**config.mk**
```make
export PLATFORM = sky130hd
export DESIGN_NAME = bp_fe_bp_gselect_ctrl
export DESIGN_NICKNAME = d
export VERILOG_FILES = /design/src/rtl/bp_fe_bp_gselect_pkg.sv /design/src/rtl/bp_fe_bp_inflight_fifo.sv /design/src/rtl/bp_fe_bp_gselect_ctrl.sv
export SDC_FILE = /design/constraint.sdc
export NUM_CORES = 1
export LEC_CHECK = 0
export CAP_MARGIN = 25
export CORE_MARGIN = 3
export CORE_UTILIZATION = 63
export CTS_BUF_LIST = sky130_fd_sc_hd__clkbuf_8
export DETAILED_ROUTE_END_ITERATION = 8
export PLACE_DENSITY = 0.95
export SYNTH_ARGS = -nofsm -noshare
export SYNTH_HDL_FRONTEND = slang
export SYNTH_SLANG_ARGS = --single-unit
```
**constraint.sdc**
```tcl
create_clock -name clk_i -period 7.1 [get_ports clk_i]
set_clock_uncertainty 0.2 [all_clocks]
set_input_delay 1.42 -clock clk_i [delete_from_list [all_inputs] [get_ports clk_i]]
set_output_delay 1.42 -clock clk_i [all_outputs]
set_load 0.005 [all_outputs]
```
**src/rtl/bp_fe_bp_gselect_pkg.sv**
```systemverilog
// Shared types and helpers for the gselect front-end controller.
// The widths here must match the parameters the controller is built with.
package bp_fe_bp_gselect_pkg;

   localparam int BHT_IDX_W = 9;
   localparam int GHIST_W   = 4;
   localparam int PC_W      = 32;

   typedef struct packed {
      logic [BHT_IDX_W-1:0] idx;
      logic                 pred;
      logic [GHIST_W-1:0]   ghr;
   } entry_t;

   localparam int ENTRY_W = $bits(entry_t);

   typedef enum logic {
      ST_IDLE   = 1'b0,
      ST_LOOKUP = 1'b1
   } state_t;

   function automatic logic [BHT_IDX_W-1:0] form_idx(input logic [PC_W-1:0]    pc,
                                                     input logic [GHIST_W-1:0] ghr);
      return {pc[BHT_IDX_W-GHIST_W+1:2], ghr};
   endfunction

   function automatic logic [GHIST_W-1:0] ghr_shift(input logic [GHIST_W-1:0] ghr,
                                                    input logic               dir);
      return {ghr[GHIST_W-2:0], dir};
   endfunction

endpackage

```
**src/rtl/bp_fe_bp_inflight_fifo.sv**
```systemverilog
// In-order queue of in-flight branches with a synchronous clear input.
// Latency: enqueued data is visible at the head one cycle later.
// Backpressure: enqueue is dropped when full unless a dequeue happens in the same cycle.
module bp_fe_bp_inflight_fifo #(
   parameter int WIDTH = 8,
   parameter int DEPTH = 8
) (
   input  logic                   i_clk,
   input  logic                   i_rst,
   input  logic                   i_clr,
   input  logic                   i_enq,
   input  logic [WIDTH-1:0]       i_enq_dat,
   input  logic                   i_deq,
   output logic [WIDTH-1:0]       o_head_dat,
   output logic                   o_full,
   output logic                   o_empty,
   output logic [$clog2(DEPTH):0] o_count
);

   localparam int PTR_W = $clog2(DEPTH);
   localparam int CNT_W = PTR_W + 1;

   logic [WIDTH-1:0] r_mem [DEPTH];
   logic [PTR_W-1:0] r_wptr;
   logic [PTR_W-1:0] r_rptr;
   logic [CNT_W-1:0] r_count;
   logic             w_enq;
   logic             w_deq;

   assign o_full     = (r_count == CNT_W'(DEPTH));
   assign o_empty    = (r_count == '0);
   assign o_count    = r_count;
   assign o_head_dat = r_mem[r_rptr];
   assign w_deq      = i_deq & ~o_empty;
   assign w_enq      = i_enq & (~o_full | w_deq);

   // DEPTH is a power of two, so the pointers wrap naturally.
   always_ff @(posedge i_clk or posedge i_rst) begin
      if (i_rst) begin
         r_wptr  <= '0;
         r_rptr  <= '0;
         r_count <= '0;
      end else if (i_clr) begin
         r_wptr  <= '0;
         r_rptr  <= '0;
         r_count <= '0;
      end else begin
         if (w_enq) r_wptr <= r_wptr + PTR_W'(1);
         if (w_deq) r_rptr <= r_rptr + PTR_W'(1);
         r_count <= r_count + CNT_W'(w_enq) - CNT_W'(w_deq);
      end
   end

   always_ff @(posedge i_clk) begin
      if (w_enq & ~i_clr) r_mem[r_wptr] <= i_enq_dat;
   end

endmodule

```
**src/rtl/bp_fe_bp_gselect_ctrl.sv**
```systemverilog
// Gselect read/update controller: speculative GHR, in-flight queue, mispredict repair (stats: BP_GSELECT_CTRL_STATS_EN).
// Latency: index same cycle, prediction next cycle; update/flush registered one cycle after resolve.
// Backpressure: fetch_ready_o low during LOOKUP or when the in-flight queue is full.
module bp_fe_bp_gselect_ctrl
   import bp_fe_bp_gselect_pkg::*;
#(
   parameter int bht_idx_width_p = 9,
   parameter int ghist_width_p   = 4,
   parameter int pc_width_p      = 32,
   parameter int fifo_els_p      = 8
) (
   input  logic                       clk_i,
   input  logic                       reset_i,
   input  logic                       fetch_v_i,
   input  logic [pc_width_p-1:0]      fetch_pc_i,
   output logic                       fetch_ready_o,
   output logic                       pred_v_o,
   output logic                       pred_taken_o,
   output logic                       r_v_o,
   output logic [bht_idx_width_p-1:0] idx_r_o,
   input  logic                       predict_i,
   input  logic                       resolve_v_i,
   input  logic                       resolve_taken_i,
   output logic                       flush_o,
   output logic                       w_v_o,
   output logic [bht_idx_width_p-1:0] idx_w_o,
   output logic                       correct_o,
   output logic                       err_resolve_empty_o
`ifdef BP_GSELECT_CTRL_STATS_EN
   ,
   output logic [31:0]                stat_branches_o,
   output logic [31:0]                stat_mispredicts_o
`endif
);

   localparam int CNT_W = $clog2(fifo_els_p) + 1;

   state_t                     r_state;
   logic [ghist_width_p-1:0]   r_ghr;
   logic [bht_idx_width_p-1:0] r_idx;
   logic                       r_w_v;
   logic [bht_idx_width_p-1:0] r_idx_w;
   logic                       r_correct;
   logic                       r_flush;
   logic                       r_err;

   entry_t                     w_head;
   entry_t                     w_enq_dat;
   logic [ENTRY_W-1:0]         w_head_raw;
   logic                       w_full;
   logic                       w_empty;
   logic [CNT_W-1:0]           w_count;
   logic                       w_accept;
   logic                       w_lookup;
   logic                       w_resolve;
   logic                       w_correct;
   logic                       w_mispred;
   logic                       w_enq;

   assign w_lookup      = (r_state == ST_LOOKUP);
   assign fetch_ready_o = (r_state == ST_IDLE) & ~w_full;
   assign w_accept      = fetch_v_i & fetch_ready_o;
   assign r_v_o         = w_accept;
   assign idx_r_o       = form_idx(fetch_pc_i, r_ghr);

   assign w_head    = entry_t'(w_head_raw);
   assign w_resolve = resolve_v_i & (w_count != '0);
   assign w_correct = (w_head.pred == resolve_taken_i);
   assign w_mispred = w_resolve & ~w_correct;

   // A mispredict in the LOOKUP cycle kills the lookup: it was indexed with wrong-path history.
   assign w_enq         = w_lookup & ~w_mispred;
   assign pred_v_o      = w_enq;
   assign pred_taken_o  = w_enq & predict_i;
   assign w_enq_dat.idx  = r_idx;
   assign w_enq_dat.pred = predict_i;
   assign w_enq_dat.ghr  = r_ghr;

   bp_fe_bp_inflight_fifo #(
      .WIDTH (ENTRY_W),
      .DEPTH (fifo_els_p)
   ) u_inflight (
      .i_clk      (clk_i),
      .i_rst      (reset_i),
      .i_clr      (w_mispred),
      .i_enq      (w_enq),
      .i_enq_dat  (w_enq_dat),
      .i_deq      (w_resolve),
      .o_head_dat (w_head_raw),
      .o_full     (w_full),
      .o_empty    (w_empty),
      .o_count    (w_count)
   );

   always_ff @(posedge clk_i or posedge reset_i) begin
      if (reset_i) begin
         r_state   <= ST_IDLE;
         r_ghr     <= '0;
         r_idx     <= '0;
         r_w_v     <= 1'b0;
         r_idx_w   <= '0;
         r_correct <= 1'b0;
         r_flush   <= 1'b0;
         r_err     <= 1'b0;
      end else begin
         case (r_state)
            ST_IDLE:   if (w_accept) r_state <= ST_LOOKUP;
            ST_LOOKUP: r_state <= ST_IDLE;
            default:   r_state <= ST_IDLE;
         endcase
         if (w_accept) r_idx <= idx_r_o;
         // Repair restarts history from the mispredicted branch's own snapshot.
         if (w_mispred)  r_ghr <= ghr_shift(w_head.ghr, resolve_taken_i);
         else if (w_enq) r_ghr <= ghr_shift(r_ghr, predict_i);
         r_w_v   <= w_resolve;
         r_flush <= w_mispred;
         if (w_resolve) begin
            r_idx_w   <= w_head.idx;
            r_correct <= w_correct;
         end
         if (resolve_v_i & w_empty) r_err <= 1'b1;
      end
   end

   assign w_v_o               = r_w_v;
   assign idx_w_o             = r_idx_w;
   assign correct_o           = r_correct;
   assign flush_o             = r_flush;
   assign err_resolve_empty_o = r_err;

`ifdef BP_GSELECT_CTRL_STATS_EN
   logic [31:0] r_stat_br;
   logic [31:0] r_stat_mp;

   always_ff @(posedge clk_i or posedge reset_i) begin
      if (reset_i) begin
         r_stat_br <= '0;
         r_stat_mp <= '0;
      end else if (r_w_v) begin
         if (r_stat_br != '1) r_stat_br <= r_stat_br + 32'd1;
         if (~r_correct && (r_stat_mp != '1)) r_stat_mp <= r_stat_mp + 32'd1;
      end
   end

   assign stat_branches_o    = r_stat_br;
   assign stat_mispredicts_o = r_stat_mp;
`endif

endmodule
```
==> impl_metrics.py, run 1 <==
metrics = {
    "sta": {
        "finalSetupViolCount": 0,
        "fmax_ghz": 0.180,
        "grt_setup_unrepaired": "false",
        "relSlewSlack": 0.325,
        "worst_pin_slew_ps": 1010,
        "finalSetupTns_ps": 0,
        "finalCriticalPeriod_ps": 5550,
        "hold_violations": 0,
        "maxSlewViolCount": 0,
        "fin_crit_sh": 0.781,
    },
    "route": {
        "viasPerCell": 6.03,
        "wire_per_inst_um": 22.3,
        "ant_nets": 0,
        "route.detailed.drc": 0,
        "drt_first_pass_iters": 4,
        "drt-total-wl_um": 10900,
        "drtIter0Drc": 202,
        "detailroute.via_count": 2955,
    },
    "critical_path": {
        "crit_chain": "clkdlybuf4s50_1 -> nand2b_1 -> buf_4 -> inv_1 -> nand2b_1 -> mux2i_4 -> nor2_1 -> clkdlybuf4s50_1",
        "cp-start-kind": "primary input",
        "required_ps": 5480,
        "critPathKind": "in2out",
        "endpoint_kind": "output pin",
        "critPathLaunch": "resolve_v_i",
        "worstPathMaxFanout": 24,
        "critical_path_arrival_ps": 3930,
        "cpPeakStageDelay_ps": 770,
        "r2r_start": "u_inflight.r_rptr[0]",
        "crit_path_top_delay_cell": "mux2i_4",
    },
    "power_and_ir_drop": {
        "combinationalPowerShare": 0.281,
        "cellLeakagePower_nw": 2.35,
        "p_int_mw": 1.78,
        "power_frac_clock": 0.222,
        "p_sw_uw": 835,
        "power_density_mw_per_mm2": 392,
        "seqPwrFrac": 0.497,
        "p_sw_frac": 0.320,
        "peakVddDrop_mv": 0.206,
    },
    "final_layout": {
        "num_antenna_cells": 0,
        "fin_nets": 416,
        "design_area_mm2": 0.00666,
        "fillCellCount": 474,
        "layout-drive-gt1-share": 0.228,
        "syn_to_final_growth_pct": 15.0,
        "postLayoutCoreUtil": 0.756,
    },
    "yosys": {
        "synth_most_common_cell": "edfxtp_1",
        "synth_ff_type": "edfxtp_1",
        "synth_area_mm2": 0.00579,
        "synthTopCellsByArea": "edfxtp_1 (54%), dfrtp_1 (16%), mux4_2 (8.6%)",
        "synth_top_area_cell": "edfxtp_1",
        "yosysUniqueCellTypes": 40,
        "syn_area_per_cell_um2": 18.0,
        "synth_enable_flop_cells": 104,
        "synthCells": 322,
        "synthTopCellsByCount": "edfxtp_1 (104), dfrtp_1 (37), mux2i_1 (23), mux4_2 (22), nand2_1 (19)",
        "postSynth.asyncResetShare": 0.262,
        "synth_top_area_share": 0.540,
        "synth_nets": 369,
        "ys_ff_latch": 141,
        "yosysWarningCount": 0,
        "ys_seq_area_frac": 0.700,
    },
    "floorplanning": {
        "io_pins": 64,
        "fp.dieW_um": 102,
        "rows": 34,
        "fp.dieH_um": 102,
        "core_area_mm2": 0.00881,
        "initial_core_util": 0.657,
        "dieArea_mm2": 0.0104,
    },
    "clock_network": {
        "cts_tree": "yes",
        "clock_latency_ps": 430,
        "post_cts_buffers": 0,
        "path_clk_slew_ps": 80,
        "cts_resized": 0,
        "htreeDepth": 4,
        "cts_root_buf": "clkbuf_8",
        "clock-sinks": 141,
        "cts_buffers": 17,
        "ctsHoldBuffers": 0,
        "clock_path_buffers": 2,
    },
    "place": {
        "io_buffers": 36,
        "gp_congestion": 0.760,
        "postPlaceCellArea_mm2": 0.00625,
        "hpwl_um": 6730,
    },
    "grt": {
        "globalRouteOverflowTotal": 0,
        "grt_usage": 0.235,
        "grt_pass1_vias": 3157,
        "antenna_found_initial": 0,
        "grt_pass1_wl_um": 17300,
        "grt_max_degree": 38,
    },
    "min_path": {
        "min_path_type": "reg2reg",
        "min_from": "err_resolve_empty_o",
    },
    "outcome": {
        "outcome": "finished, final reports clean",
    },
    "job": {
        "drv_cap": 0,
    },
}
worst paths after layout:
check | depth (start not counted) | end | slack, ps
min reg2reg | 1 | err_resolve_empty_o | 270
max in group asynchronous | 3 | idx_w_o[1] | 5090
max reg2reg | 10 | u_inflight.o_count[2] | 3260
min | 1 | err_resolve_empty_o | 270
min in group asynchronous | 3 | err_resolve_empty_o | 1240
max | 8 | pred_taken_o | 1550
power by group through the flow:
stage	clock network, mW	registers, mW	logic, mW
floorplan	0	1.24	0.534
global placement	0	1.30	0.673
detailed placement	0	1.32	0.734
CTS	0.589	1.30	0.741
global route	0.620	1.33	0.808
finish	0.579	1.30	0.735
worst max-delay path: cells and delay by family:
kind	cells	cell delay, ps
buffers and inverters	4	1430
muxes	1	770
and+or+nand+nor	3	290
sequential cells by signal, indices dropped and copies added, names as in the netlist:
name and flops:
u_inflight.r_wptr 3, err_resolve_empty_o 1, r_ghr 4, u_inflight.r_mem 104
u_inflight.o_count 4, w_v_o 1, flush_o 1, r_idx 9
r_state 1, u_inflight.r_rptr 3, correct_o 1, idx_w_o 9
area by class of cell:
| cell class | count | area (µm²) | share of cell area |
|---|---|---|---|
| clock buffers | 17 | 234 | 0.0352 |
| inverters | 11 | 41.3 | 0.00620 |
| well taps | 108 | 135 | 0.0203 |
| repair buffers | 49 | 497 | 0.0746 |
| clock inverters | 15 | 126 | 0.0190 |
| flip-flops and latches | 141 | 4050 | 0.608 |
| multi-input cells | 149 | 1570 | 0.236 |
metal layers:
metal,vias to the layer above,global-route usage,wire [µm]
li1,1322,-,-
met1,1515,0.290,4240
met2,102,0.406,5900
met3,16,0.0594,587
met4,0,0.0858,206
met5,-,0,0
cells by family (layout without fill, tap and decap cells):
kind of cell	Yosys count	after routing	share of synthesized area
fa+ha+maj	9	9	0.0208
compound gates	21	21	0.0210
buf+inv	32	92	0.0305
simple gates	57	57	0.0647
xor+xnor	5	5	0.00757
mux	57	57	0.156
flops	141	141	0.700
cell usage in the layout, fill, tap and decap left out, drive strengths merged, types with 3 or more instances in the layout:
master,synthesis,layout
ha,8,8
nand2,19,19
inv,11,20
xnor2,4,4
nor2,13,13
clkinv,0,5
edfxtp,104,104
mux2i,24,24
nor4,3,3
buf,18,13
nand2b,6,6
clkdlybuf4s50,0,36
o21ai,13,13
mux4,24,24
clkbuf,3,17
mux2,9,9
dfrtp,37,37
nor4b,4,4
stage by stage:
stage	hold WS [ps]	total power [mW]	setup WS [ps]	instances
6_report	268	2.61	1550	490
5_1_grt	293	2.75	1390	490
2_1_floorplan	251	1.77	3040	322
4_1_cts	268	2.63	1500	486
3_5_place_dp	249	2.05	1510	454
3_3_place_gp	242	1.98	1590	452
(Power assumes the default switching activity.)
==> run 2, diff against run 1 <==
- CORE_UTILIZATION: 63 -> 52
- PLACE_DENSITY: 0.95 -> 0.84
- clock period: 7.1 -> 4.8 ns (I/O delays scaled with it)
==> run 2 against run 1 <==
Effect of this change: global-route usage is 4.7 points lower; count of clock-buffer cells in the layout is 4 higher; routed wire length is 2.5% lower; final area is 1.6% higher; worst setup slack worse by 630 ps; hold slack better by 1.4 ps; first-iteration DRC count is 2.5% higher; non-clock buffer count is 2 higher; critical endpoint unchanged; highest routed layer unchanged.
==> impl_metrics.py, run 2 (same netlist as run 1, synthesis figures left out) <==
metrics = {
    "critical_path": {
        "critPathLaunch": "resolve_v_i",
        "r2r_slack_ps": 1570,
        "critical_path_arrival_ps": 2720,
        "r2r_start": "u_inflight.r_rptr[1]",
        "r2r_end": "u_inflight.o_count[2]",
        "rr_worst_depth": 10,
        "endpoint_kind": "output pin",
        "required_ps": 3640,
        "critPathKind": "in2out",
        "setup.worst_path.end": "pred_taken_o",
        "cp-start-kind": "primary input",
        "worstPathMaxFanout": 9,
    },
    "place": {
        "dp.cells": 488,
        "hpwl_um": 6590,
        "postPlaceCellArea_mm2": 0.00631,
        "io_buffers": 36,
        "gp_congestion": 0.729,
        "dp_slack_ps": 920,
    },
    "grt": {
        "antenna_found_initial": 0,
        "grt_pass1_vias": 3184,
        "globalRouteOverflowTotal": 0,
        "grt_usage": 0.188,
        "grt_pass1_wl_um": 17500,
        "grt_max_degree": 25,
    },
    "final_layout": {
        "instances_no_fill": 520,
        "ff_latch_area_mm2": 0.00405,
        "mostFrequentLayoutCells": "edfxtp_1 (104), dfrtp_1 (36), clkdlybuf4s50_1 (36), mux2i_1 (23), mux4_2 (22)",
        "largest-register": "u_inflight.r_mem",
        "multi_input_area_mm2": 0.00157,
        "layout-drive-gt1-share": 0.232,
        "num_antenna_cells": 0,
        "syn_to_final_growth_pct": 16.8,
        "fin_nets": 418,
        "fillCellCount": 695,
        "design_area_mm2": 0.00676,
        "largest_reg_flops": 104,
        "postLayoutCoreUtil": 0.640,
        "final_common_cell": "edfxtp_1",
    },
    "clock_network": {
        "ctsHoldBuffers": 0,
        "post_cts_buffers": 0,
        "path_clk_slew_ps": 70,
        "cts_resized": 0,
        "htreeDepth": 4,
        "cts_buffers": 17,
        "clock_latency_ps": 430,
        "cts_root_buf": "clkbuf_8",
        "clock-sinks": 141,
        "cts_tree": "yes",
        "clock_path_buffers": 2,
    },
    "sta": {
        "finalSetupTns_ps": 0,
        "grt_setup_unrepaired": "false",
        "fin_crit_sh": 0.809,
        "worst_pin_slew_ps": 785,
        "finalSetupViolCount": 0,
        "hold_ws_ps": 269,
        "hold_violations": 0,
        "maxSlewViolCount": 0,
        "relSlewSlack": 0.476,
        "setup_slack_ps": 918,
        "fmax_ghz": 0.258,
        "finalCriticalPeriod_ps": 3880,
    },
    "min_path": {
        "min_path_type": "reg2reg",
        "min_from": "err_resolve_empty_o",
    },
    "route": {
        "drtIter0Drc": 207,
        "viasPerCell": 5.63,
        "drt_first_pass_iters": 5,
        "route.detailed.drc": 0,
        "ant_nets": 0,
        "drt-total-wl_um": 10700,
        "wire_per_inst_um": 20.5,
        "detailroute.via_count": 2928,
    },
    "power_and_ir_drop": {
        "cellLeakagePower_nw": 2.40,
        "total_power_mw": 4.03,
        "peakVddDrop_mv": 0.308,
        "power_density_mw_per_mm2": 597,
    },
    "floorplanning": {
        "io_pins": 64,
        "fp.dieH_um": 111,
        "rows": 37,
        "core_area_mm2": 0.0106,
        "initial_core_util": 0.548,
        "dieArea_mm2": 0.0124,
        "fp.dieW_um": 111,
    },
    "outcome": {
        "outcome": "finished, final reports clean",
    },
    "job": {
        "drv_cap": 0,
    },
}
-- run 2: power by group --
| group | internal [mW] | switching [mW] | total (mW) |
|---|---|---|---|
| sequential | 1.66 | 0.239 | 1.90 |
| clock | 0.619 | 0.418 | 1.04 |
| combinational | 0.582 | 0.510 | 1.09 |
-- run 2: critical path, stage by stage --
cell	delay (ps)
clkdlybuf4s50_1	510
nand2b_1	80
inv_1	220
nand2b_1	130
mux2i_4	290
nor2_1	80
clkdlybuf4s50_1	450
-- run 2: worst min-delay path by stage --
stage                           to  cells after the start
5_1_grt        err_resolve_empty_o                      1
6_report       err_resolve_empty_o                      1
3_5_place_dp   err_resolve_empty_o                      1
2_1_floorplan  err_resolve_empty_o                      1
4_1_cts        err_resolve_empty_o                      1
3_3_place_gp   err_resolve_empty_o                      1
-- run 2: cell type report --
type                    count  area share
clock buffers              21      0.0428
flip-flops and latches    141       0.599
well taps                 136      0.0252
repair buffers             51      0.0700
multi-input cells         149       0.233
inverters                  11     0.00611
clock inverters            11      0.0242
-- run 2: per-layer routing --
layer | global-route usage | part of all wire | up-vias
met5 | 0 | 0 | -
met4 | 0.0673 | 0.015 | 0
met2 | 0.317 | 0.53 | 107
met3 | 0.0462 | 0.064 | 13
li1 | - | - | 1319
met1 | 0.241 | 0.39 | 1489
==> run 3, diff against run 2 <==
- CORE_UTILIZATION: 52 -> 58
- PLACE_DENSITY: 0.84 -> 0.89
- clock period: 4.8 -> 4.05 ns (I/O delays scaled with it)
==> run 3 against run 2 <==
Effect of this change: register-to-register slack got worse by 640 ps; utilization grew 6.7 points; worst setup slack got worse by 400 ps; sequential power is 19% higher; highest routed layer unchanged; global-route usage is 2.2 points higher; routed wire length about the same; hold slack better by 6.6 ps; critical path depth increased by 2; combinational power increased by 17%; largest cell class unchanged.
==> impl_metrics.py, run 3 (same netlist as run 1, synthesis figures left out) <==
metrics = {
    "grt": {
        "globalRouteOverflowTotal": 0,
        "grt_pass1_vias": 3049,
        "grt_max_degree": 38,
        "grt_pass1_wl_um": 17300,
        "antenna_found_initial": 0,
        "grt_usage": 0.210,
    },
    "critical_path": {
        "critPathKind": "reg2out",
        "endpoint_kind": "output pin",
        "critPathLaunch": "u_inflight.o_count[2]",
        "r2r_start": "u_inflight.r_rptr[1]",
        "critical_path_arrival_ps": 2520,
        "worstPathMaxFanout": 9,
        "crit_path_top_delay_cell": "clkdlybuf4s50_1",
        "cp_num_buf_inv": 3,
        "critPathTopFamily": "buffers and inverters",
        "crit_chain": "inv_1 -> ha_1 -> nor3b_1 -> nand2b_1 -> inv_1 -> nand2b_1 -> mux2i_4 -> nor2_1 -> clkdlybuf4s50_1",
        "cp-start-kind": "flop",
        "required_ps": 3040,
        "cpPeakStageDelay_ps": 510,
        "r2r_slack_ps": 930,
    },
    "final_layout": {
        "layout-drive-gt1-share": 0.229,
        "largest_reg_flops": 104,
        "num_antenna_cells": 0,
        "fin_nets": 418,
        "instances_no_fill": 513,
        "final_common_cell": "edfxtp_1",
        "syn_to_final_growth_pct": 15.7,
        "fillCellCount": 609,
        "mostFrequentLayoutCells": "edfxtp_1 (104), dfrtp_1 (36), clkdlybuf4s50_1 (36), mux2i_1 (23), mux4_2 (22)",
        "postLayoutCoreUtil": 0.708,
        "largest-register": "u_inflight.r_mem",
    },
    "clock_network": {
        "post_cts_buffers": 0,
        "ctsHoldBuffers": 0,
        "path_clk_slew_ps": 80,
        "clock_latency_ps": 430,
        "htreeDepth": 4,
        "cts_buffers": 17,
        "cts_tree": "yes",
        "cts_resized": 0,
        "cts_root_buf": "clkbuf_8",
        "clock-sinks": 141,
        "clock_path_buffers": 2,
    },
    "place": {
        "dp.cells": 481,
        "io_buffers": 36,
        "gp_congestion": 0.752,
        "hpwl_um": 6670,
    },
    "min_path": {
        "min_from": "err_resolve_empty_o",
        "min_path_type": "reg2reg",
    },
    "floorplanning": {
        "fp.dieW_um": 106,
        "initial_core_util": 0.612,
        "dieArea_mm2": 0.0112,
        "core_area_mm2": 0.00946,
        "fp.dieH_um": 106,
        "io_pins": 64,
        "rows": 35,
    },
    "route": {
        "detailroute.via_count": 2959,
        "viasPerCell": 5.77,
        "drt_first_pass_iters": 6,
        "route.detailed.drc": 0,
        "drt-total-wl_um": 10700,
        "ant_nets": 0,
        "wire_per_inst_um": 20.8,
        "drtIter0Drc": 175,
    },
    "power_and_ir_drop": {
        "peakVddDrop_mv": 0.329,
        "cellLeakagePower_nw": 2.36,
        "power_density_mw_per_mm2": 692,
    },
    "sta": {
        "hold_ws_ps": 276,
        "finalSetupViolCount": 0,
        "finalCriticalPeriod_ps": 3530,
        "fmax_ghz": 0.283,
        "fin_crit_sh": 0.871,
        "maxSlewViolCount": 0,
        "worst_pin_slew_ps": 689,
        "finalSetupTns_ps": 0,
        "grt_setup_unrepaired": "false",
        "relSlewSlack": 0.540,
        "hold_violations": 0,
    },
    "job": {
        "drv_cap": 0,
    },
    "outcome": {
        "outcome": "finished, final reports clean",
    },
}
## run 3: changes by cell type in the layout (fill, tap and decap cells not counted), sizes merged
cell      before  now
inv           12   18
clkbuf        21   17
bufinv         4    2
clkinv         5    4
clkinvlp       1    2
## run 3: area by class of cell
| class | count | area [µm²] | area share |
|---|---|---|---|
| Clock inverter | 15 | 160 | 0.0239 |
| Clock buffer | 17 | 234 | 0.0350 |
| Sequential cell | 141 | 4050 | 0.605 |
| Inverter | 11 | 41.3 | 0.00617 |
| Tap cell | 129 | 161 | 0.0241 |
| Multi-Input combinational cell | 149 | 1570 | 0.235 |
| Timing Repair Buffer | 51 | 473 | 0.0707 |
## run 3: per-stage QoR
step                cell area, µm²  power [mW]  setup slack (ps)
finish                        6690        4.63               522
global route                  6690        4.89               270
CTS                           6690        4.68               466
detailed placement            6300        3.58               423
global placement              6300        3.49               556
floorplan                     5790        3.10               591
## run 3: worst paths after layout
check	end	depth (start not counted)
setup / recovery	pred_v_o	9
hold / removal	err_resolve_empty_o	1
setup reg to reg	u_inflight.o_count[2]	9
hold reg to reg	err_resolve_empty_o	1
max in group asynchronous	u_inflight.r_rptr[0]	3
min in group asynchronous	u_inflight.r_rptr[2]	3
## run 3: report_power, final
group / total (mW) / switching, mW / internal, mW / leakage (nW)
Combinational: 1.27 / 0.586 / 0.687 / 0.768
Sequential: 2.26 / 0.288 / 1.97 / 1.39
Clock: 1.10 / 0.546 / 0.557 / 0.199
Total: 4.63 / 1.42 / 3.21 / 2.36
## run 3: layer usage
| metal | up-vias | part of all wire | track usage | wire length, µm |
|---|---|---|---|---|
| li1 | 1316 | - | - | - |
| met1 | 1555 | 0.41 | 0.268 | 4420 |
| met2 | 73 | 0.53 | 0.351 | 5610 |
| met3 | 15 | 0.042 | 0.0551 | 446 |
| met4 | 0 | 0.018 | 0.0740 | 194 |
| met5 | - | 0 | 0 | 0 |
